$ cat config.mk
export PLATFORM = sky130hd
export DESIGN_NAME = counter_10state_monitor
export DESIGN_NICKNAME = d
export VERILOG_FILES = /design/src/rtl/counter_pkg.sv /design/src/rtl/sat_counter.sv /design/src/rtl/counter_10state_monitor.sv
export SDC_FILE = /design/constraint.sdc
export NUM_CORES = 1
export LEC_CHECK = 0
export CORE_MARGIN = 1.5
export CORE_UTILIZATION = 38
export CTS_CLUSTER_DIAMETER = 50
export CTS_CLUSTER_SIZE = 14
export DETAILED_ROUTE_END_ITERATION = 7
export DONT_BUFFER_PORTS = 1
export PLACE_DENSITY_LB_ADDON = 0.05
export SYNTH_ARGS = -nofsm -noshare
export SYNTH_HDL_FRONTEND = slang
export SYNTH_SLANG_ARGS = --single-unit
export TNS_END_PERCENT = 1
$ cat constraint.sdc
create_clock -name i_clk -period 6.9 [get_ports i_clk]
set_input_delay 0.69 -clock i_clk [delete_from_list [all_inputs] [get_ports i_clk]]
set_output_delay 0.69 -clock i_clk [all_outputs]
set_load 0.01 [all_outputs]
$ cat src/rtl/counter_pkg.sv
// Shared definitions for the counter_10state phase bus and its receive-side monitor.
package counter_pkg;

  localparam int STATE_W            = 4;
  localparam int DEFAULT_LAST_STATE = 9;

  typedef enum logic [1:0] {
    SEARCH  = 2'd0,
    ACQUIRE = 2'd1,
    LOCKED  = 2'd2
  } mon_state_e;

  // Successor of a phase index in a 0..last sequence.
  function automatic logic [STATE_W-1:0] next_phase(input logic [STATE_W-1:0] cur,
                                                    input logic [STATE_W-1:0] last);
    if (cur == last) begin
      next_phase = {STATE_W{1'b0}};
    end else begin
      next_phase = cur + STATE_W'(1);
    end
  endfunction

endpackage

$ cat src/rtl/sat_counter.sv
// Event tally with clear priority; saturates at all-ones when SAT=1, otherwise wraps.
module sat_counter #(
  parameter int W   = 8,
  parameter bit SAT = 1'b1
) (
  input  logic         clk,
  input  logic         rst_n,
  input  logic         clr,
  input  logic         inc,
  output logic [W-1:0] count
);

  logic [W-1:0] count_r;
  logic         at_max_s;

  assign at_max_s = (count_r == {W{1'b1}});

  // Count register: clear beats increment, saturation blocks increment at max.
  always_ff @(posedge clk or negedge rst_n) begin
    if (!rst_n) begin
      count_r <= {W{1'b0}};
    end else if (clr) begin
      count_r <= {W{1'b0}};
    end else if (inc && !(SAT && at_max_s)) begin
      count_r <= count_r + W'(1);
    end else begin
      count_r <= count_r;
    end
  end

  assign count = count_r;

endmodule

$ cat src/rtl/counter_10state_monitor.sv
// Receive-side checker for a mod-N phase bus: acquires, locks after clean wraps,
// then reports each wrap and each sequence error with saturating/rolling tallies.
module counter_10state_monitor
  import counter_pkg::*;
#(
  parameter int LAST_STATE = DEFAULT_LAST_STATE,
  parameter int LOCK_WRAPS = 2,
  parameter int ERR_W      = 8,
  parameter int WRAP_W     = 16
) (
  input  logic                 i_clk,
  input  logic                 i_rst_n,
  input  logic [STATE_W-1:0]   i_state,
  input  logic                 i_transition,
  input  logic                 i_clr,
  output logic                 o_locked,
  output logic                 o_wrap,
  output logic                 o_err,
  output logic [ERR_W-1:0]     o_err_count,
  output logic [WRAP_W-1:0]    o_wrap_count,
  output logic [STATE_W-1:0]   o_expected
);

  localparam int GOOD_W = (LOCK_WRAPS < 2) ? 1 : $clog2(LOCK_WRAPS + 1);
  localparam logic [STATE_W-1:0] LAST      = STATE_W'(LAST_STATE);
  localparam logic [STATE_W-1:0] FIRST_EXP = (LAST_STATE == 0) ? STATE_W'(0) : STATE_W'(1);
  localparam logic [GOOD_W-1:0]  LOCK_N    = GOOD_W'(LOCK_WRAPS);

  mon_state_e          state_r, state_n;
  logic [STATE_W-1:0]  exp_r, exp_n;
  logic [GOOD_W-1:0]   good_r, good_n;
  logic [GOOD_W-1:0]   good_inc_s;
  logic                locked_r, wrap_r, err_r;
  logic                match_s, wrap_s, err_s, exp_zero_s;

  assign exp_zero_s = (exp_r == {STATE_W{1'b0}});
  assign good_inc_s = good_r + GOOD_W'(1);
  // exp_r never exceeds LAST, but the range check keeps the intent explicit.
  assign match_s = (i_state <= LAST) && (i_state == exp_r) && (i_transition == exp_zero_s);

  // Next-state, expected-phase and pulse decode.
  always_comb begin
    state_n = state_r;
    exp_n   = exp_r;
    good_n  = good_r;
    wrap_s  = 1'b0;
    err_s   = 1'b0;
    case (state_r)
      SEARCH: begin
        if ((i_state == {STATE_W{1'b0}}) && i_transition) begin
          state_n = ACQUIRE;
          exp_n   = FIRST_EXP;
          good_n  = {GOOD_W{1'b0}};
        end else begin
          state_n = SEARCH;
        end
      end
      ACQUIRE: begin
        if (match_s) begin
          exp_n = next_phase(exp_r, LAST);
          if (exp_zero_s && (good_inc_s == LOCK_N)) begin
            state_n = LOCKED;
            good_n  = {GOOD_W{1'b0}};
          end else if (exp_zero_s) begin
            good_n = good_inc_s;
          end else begin
            good_n = good_r;
          end
        end else begin
          state_n = SEARCH;
          exp_n   = {STATE_W{1'b0}};
          good_n  = {GOOD_W{1'b0}};
        end
      end
      LOCKED: begin
        if (match_s) begin
          exp_n  = next_phase(exp_r, LAST);
          wrap_s = exp_zero_s;
        end else begin
          err_s   = 1'b1;
          state_n = SEARCH;
          exp_n   = {STATE_W{1'b0}};
          good_n  = {GOOD_W{1'b0}};
        end
      end
      default: begin
        state_n = SEARCH;
        exp_n   = {STATE_W{1'b0}};
        good_n  = {GOOD_W{1'b0}};
      end
    endcase
  end

  // Tracking state and registered status outputs.
  always_ff @(posedge i_clk or negedge i_rst_n) begin
    if (!i_rst_n) begin
      state_r  <= SEARCH;
      exp_r    <= {STATE_W{1'b0}};
      good_r   <= {GOOD_W{1'b0}};
      locked_r <= 1'b0;
      wrap_r   <= 1'b0;
      err_r    <= 1'b0;
    end else begin
      state_r  <= state_n;
      exp_r    <= exp_n;
      good_r   <= good_n;
      locked_r <= (state_n == LOCKED);
      wrap_r   <= wrap_s;
      err_r    <= err_s;
    end
  end

  sat_counter #(.W(ERR_W), .SAT(1'b1)) u_err_count (
    .clk   (i_clk),
    .rst_n (i_rst_n),
    .clr   (i_clr),
    .inc   (err_s),
    .count (o_err_count)
  );

  sat_counter #(.W(WRAP_W), .SAT(1'b0)) u_wrap_count (
    .clk   (i_clk),
    .rst_n (i_rst_n),
    .clr   (i_clr),
    .inc   (wrap_s),
    .count (o_wrap_count)
  );

  assign o_locked   = locked_r;
  assign o_wrap     = wrap_r;
  assign o_err      = err_r;
  assign o_expected = exp_r;

endmodule

Word-level counts from Yosys, hierarchy flattened
Cells that the tools add are included.
Operators by class
  multiplexer cells: 23
  equality and inequality tests: 11
  reductions and logical operators: 13
  add/subtract/negate cells: 4
  magnitude comparators: 1
Operator list (count)
  two-way mux 16 bit: 2
  adder 16 x 1 -> 16 bit (second input constant): 1
  two-way mux 2 bit: 8
  two-way mux 8 bit: 2
  two-way mux 4 bit: 3
  case mux 2 bit (3 select lines): 2
  adder 8 x 1 -> 8 bit (second input constant): 1
  == test 8 bit (second input constant): 1
  zero test 4 bit: 2
  case mux 4 bit (2 select lines): 1
  == test 2 bit (second input constant): 3
  logical AND 1 bit: 5
  two-way mux 1 bit: 5
  adder 4 x 1 -> 4 bit (second input constant): 1
  == test 4 bit: 1
  == test 4 bit (second input constant): 1
  less-or-equal comparator 4 bit (second input constant): 1
  != test 2 bit (second input constant): 2
  != test 4 bit (second input constant): 1
  nonzero test 2 bit: 2
  AND reduction 3 bit: 1
  adder 2 x 1 -> 2 bit (second input constant): 1
  == test 2 x 1 -> 1 bit (second input constant): 1
  zero test 2 bit: 1
  3 further kinds: 3
Word-level totals
  output and inout port bits: 31
  register bits: 35
  logic and storage cells: 60

Logic depth before layout (Yosys ltp)
  word-level depth: 8
  mapped depth: 8
  depth with buffers taken out: 8

Cells and area by module
From an unflattened synthesis, not the netlist that was laid out.
Second synthesis, totals
  cells, all modules: 206
  area total of the unflattened synthesis: 2113.3 um2
Modules (own cells, without submodules)
  sat_counter at u_wrap_count: cells each 82, area each 872.1 um2, times used 1
  counter_10state_monitor: cells each 77, area each 735.7 um2, times used 1
  sat_counter at u_err_count: cells each 47, area each 505.5 um2, times used 1

Worst setup path before layout
OpenSTA, ideal clock, no wires.
  kind: register -> register
  from: register exp_r[0] (netlist: o_expected[0])
  to: register u_wrap_count.count_r[15] (netlist: u_wrap_count.count[15])
  required time: 6.775 ns
  slack: 4.472 ns
  data arrival time: 2.303 ns
  clock period less this slack: 2.428 ns
  stages on the path, launching flop included: 7
  cells stage by stage: dfrtp_1 -> buf_6 -> or4_4 -> nor4_4 -> o21ai_2 -> nor4_1 -> mux2_2
Between the ends
  word-level cells in the longest chain between the ends: 6
Ends and longest elaborated chain
  start: declaration: line counter_10state_monitor.sv:30  | logic [STATE_W-1:0] exp_r, exp_n;
  start signal: assignment: line counter_10state_monitor.sv:98  | exp_r <= {STATE_W{1'b0}};
  start signal: assignment: line counter_10state_monitor.sv:105  | exp_r <= exp_n;
  == test 4 bit or zero test 4 bit (tied branches): line counter_10state_monitor.sv:39, counter_10state_monitor.sv:36
  logical AND 1 bit or == test 1 bit (tied branches): line counter_10state_monitor.sv:39  | assign match_s = (i_state <= LAST) && (i_state == exp_r) && (i_transition == exp_zero_s);
  logical AND 1 bit: line counter_10state_monitor.sv:39
  two-way mux 1 bit *: line counter_10state_monitor.sv:76  | if (match_s) begin
  two-way mux 1 bit *: line counter_10state_monitor.sv:48  | case (state_r)
  nonzero test 2 bit (no source line) *
  end signal: assignment: line sat_counter.sv:23  | count_r <= {W{1'b0}};
  end signal: assignment: line sat_counter.sv:25  | count_r <= count_r + W'(1);
  end signal: assignment: line sat_counter.sv:27  | count_r <= count_r;
  end: declaration: line sat_counter.sv:13  | logic [W-1:0] count_r;
Every way passes the cells marked *; elsewhere a longest branch is shown, timed or not.
A chain may end at the register's enable or synchronous reset.

Worst setup path after layout
  from: register exp_r[1] (netlist: o_expected[1])
  to: register u_wrap_count.count_r[11] (netlist: u_wrap_count.count[11])
The elaborated chain is that of the path after synthesis.

==> impl_metrics.json <==
{
  "outcome": "finished, final reports clean",
  "min_period_over_period": 0.379,
  "dieArea_sq_um": 5810,
  "initial_utilization": 0.396,
  "clockBufferDepth": 2,
  "power.internal_uw": 308,
  "critical_path.startpoint": "o_expected[1]",
  "yosys_most_used_dff": "dfrtp_1",
  "yosysWarnings": 0,
  "timing.rr.end": "u_wrap_count.count[11]",
  "cp_top_family": "simple AND/OR/NAND/NOR gates",
  "layout_setup_ws_ps": 4280,
  "hold_path.class": "input port to asynchronous set/reset pin",
  "dr.pass1.iters": 4,
  "fin_crit_ps": 2620,
  "rsz0062_at_grt": "no",
  "p_sw_uw": 90.6,
  "finalMaxSlewViolations": 0,
  "maxCapViolCount": 0,
  "max-slew-margin-rel": 0.633,
  "syn_area_sq_um": 2040,
  "drt-initial-drc-count": 101,
  "htreeDepth": 2,
  "place_hpwl_microns": 3210,
  "setup_violations": 0,
  "tns_ps": 0,
  "reg2regPathDepth": 5,
  "synthTopCellsByArea": "dfrtp_1 43%, ha_1 4.3%, a21oi_1 3.4%",
  "syn_inst": 217,
  "max_freq_mhz": 382,
  "pwr-share-comb": 0.056,
  "gr-total-overflow": 0,
  "synth_seq_cells": 35,
  "p_per_area_nw_per_um2": 182,
  "grt_usage": 0.165,
  "fill_cells": 522,
  "arrival_ps": 2820,
  "post_cts_resized": 0,
  "critical_path_class": "register to register",
  "numPortBuffers": 0,
  "multi_input_area_sq_um": 1090,
  "grt_max_degree": 36,
  "post-cts-setup-buffers": 0,
  "diodes": 0,
  "required_ps": 7110,
  "sequentialPowerShare": 0.529,
  "routed_wirelength_microns": 4490,
  "drive_gt1_frac": 0.0783,
  "grt_pass1_wl_microns": 7650,
  "syn-num-nets": 232,
  "cp-end-kind": "register",
  "drt-wirelength-per-cell_microns": 15.7,
  "cp.depth": 5,
  "die_w_microns": 76.2,
  "via_per_inst": 5.72,
  "final_common_cell": "dfrtp_1",
  "core-area_sq_um": 5140,
  "rows": 26,
  "cts-root-buf": "clkbuf_8",
  "numCtsBuffers": 5,
  "dp_worst_setup_slack_ps": 4270,
  "path_buf_inv": 0,
  "clkPwrFrac": 0.415,
  "tightest_slew_ps": 545,
  "nets": 231,
  "die_h_microns": 76.2,
  "r2r-start": "o_expected[1]",
  "final_cell_mix": "35 x dfrtp_1, 17 x nor2_1, 15 x nand2_1",
  "hold_buffers": 0,
  "antenna_found_initial": 0,
  "grt_pass1_vias": 1539,
  "switching_share": 0.227,
  "avgSynthCellArea_sq_um": 9.39,
  "pin_count": 39,
  "worstPathCellList": "or4_4, nor4_4, o2111ai_1, or3_1, a21oi_1",
  "crit_end": "u_wrap_count.count[11]",
  "cts_tree": "done",
  "max_stage_delay_ps": 610,
  "postRouteAntennaNets": 0,
  "clk_pin_slew_worst_paths_ps": 70,
  "seq_area_sq_um": 876,
  "crit_fanout": 12,
  "synth_edf_count": 0,
  "hold-worst-slack_ps": 93.1,
  "clk_latency_ps": 280,
  "crit_slowest_cell": "or4_4",
  "area_growth_pct": 7.49,
  "synth-async-reset-ratio": 1.00,
  "synth_cell_types": 48,
  "synth_top_cell_area_share": 0.430,
  "drc": 0,
  "finalHoldViolations": 0,
  "crit_path_start_kind": "register",
  "place_congestion": 0.804,
  "r2r_setup_slack_ps": 4280,
  "synth_top_cell_by_area": "dfrtp_1",
  "fin_skew_ps": 2.29,
  "leakage_uw": 0.000910,
  "ys_seq_area_frac": 0.430,
  "peakVddDrop_mv": 0.0596,
  "clkSinkCount": 35,
  "dr_total_vias": 1642
}
Yosys cell counts, types with 2 or more instances:
master / count
dfrtp_1: 35
xor2_1: 7
or4_1: 5
a32o_1: 2
nand3_1: 10
nor2b_1: 5
or2_2: 2
ha_1: 7
nor4_1: 5
a31oi_1: 2
clkbuf_1: 6
mux2i_1: 2
xnor2_1: 2
or3_1: 6
mux2_2: 3
inv_1: 8
nand2_1: 15
o21ai_0: 9
and3_1: 10
o21a_1: 3
nand2b_1: 4
nand4_1: 2
o211ai_1: 4
a21oi_1: 14
nor2_1: 17
o31ai_1: 5
nor3_1: 2
o2111ai_1: 4
o41ai_1: 2
layer usage:
| metal | GRT usage | up-vias | share of wire |
|---|---|---|---|
| met5 | 0 | - | 0 |
| met2 | 0.277 | 43 | 0.50 |
| met3 | 0.0503 | 5 | 0.055 |
| met1 | 0.200 | 792 | 0.43 |
| li1 | - | 802 | - |
| met4 | 0.0556 | 0 | 0.011 |
through the flow:
stage / utilization / power (uW) / cell area [sq um] / std cells
final: 0.426 / 399 / 2190 / 287
after global routing: 0.426 / 418 / 2190 / 287
after CTS: 0.426 / 406 / 2190 / 287
after detailed placement: 0.407 / 237 / 2090 / 279
after global placement: 0.407 / 237 / 2090 / 279
after floorplan: - / 238 / 2040 / 217
state kept, by name, indices dropped and copies added, names as in the netlist:
signal and cells:
u_err_count.count 8, state_r 2, good_r 2, o_err 1
o_wrap 1, u_wrap_count.count 16, o_locked 1, o_expected 4
worst min-delay path by stage:
stage,endpoint,cells past startpoint
final,u_wrap_count.count[13],0
after global routing,u_wrap_count.count[13],0
after CTS,u_wrap_count.count[11],0
after detailed placement,u_wrap_count.count[11],0
after global placement,u_wrap_count.count[12],0
after floorplan,good_r[0],0
cells by family (layout without fill, tap and decap cells):
family / count (synthesis) / in the layout / synth area share
multiplexers: 5 / 5 / 0.0264
flip-flops: 35 / 35 / 0.430
adder cells (fa/ha/maj): 7 / 7 / 0.0430
buffers and inverters: 17 / 17 / 0.0356
AND/OR/NAND/NOR: 89 / 89 / 0.243
AO/OA/AOI/OAI: 55 / 55 / 0.184
XOR/XNOR: 9 / 9 / 0.0387
cell type report:
| type | count | area share |
|---|---|---|
| tap | 70 | 0.0400 |
| inverter | 8 | 0.0137 |
| sequential | 35 | 0.400 |
| timing repair buffer | 1 | 0.00343 |
| multi-input combinational | 165 | 0.497 |
| clock buffer | 8 | 0.0457 |
power groups by stage:
stage	clock network (uW)	logic, uW	registers, uW
2_1_floorplan	0	25.3	212
3_3_place_gp	0	22.0	215
3_5_place_dp	0	22.2	215
4_1_cts	173	22.3	211
5_1_grt	183	24.5	211
6_report	166	22.3	211
Note: power is estimated with default switching activity, not from simulation.
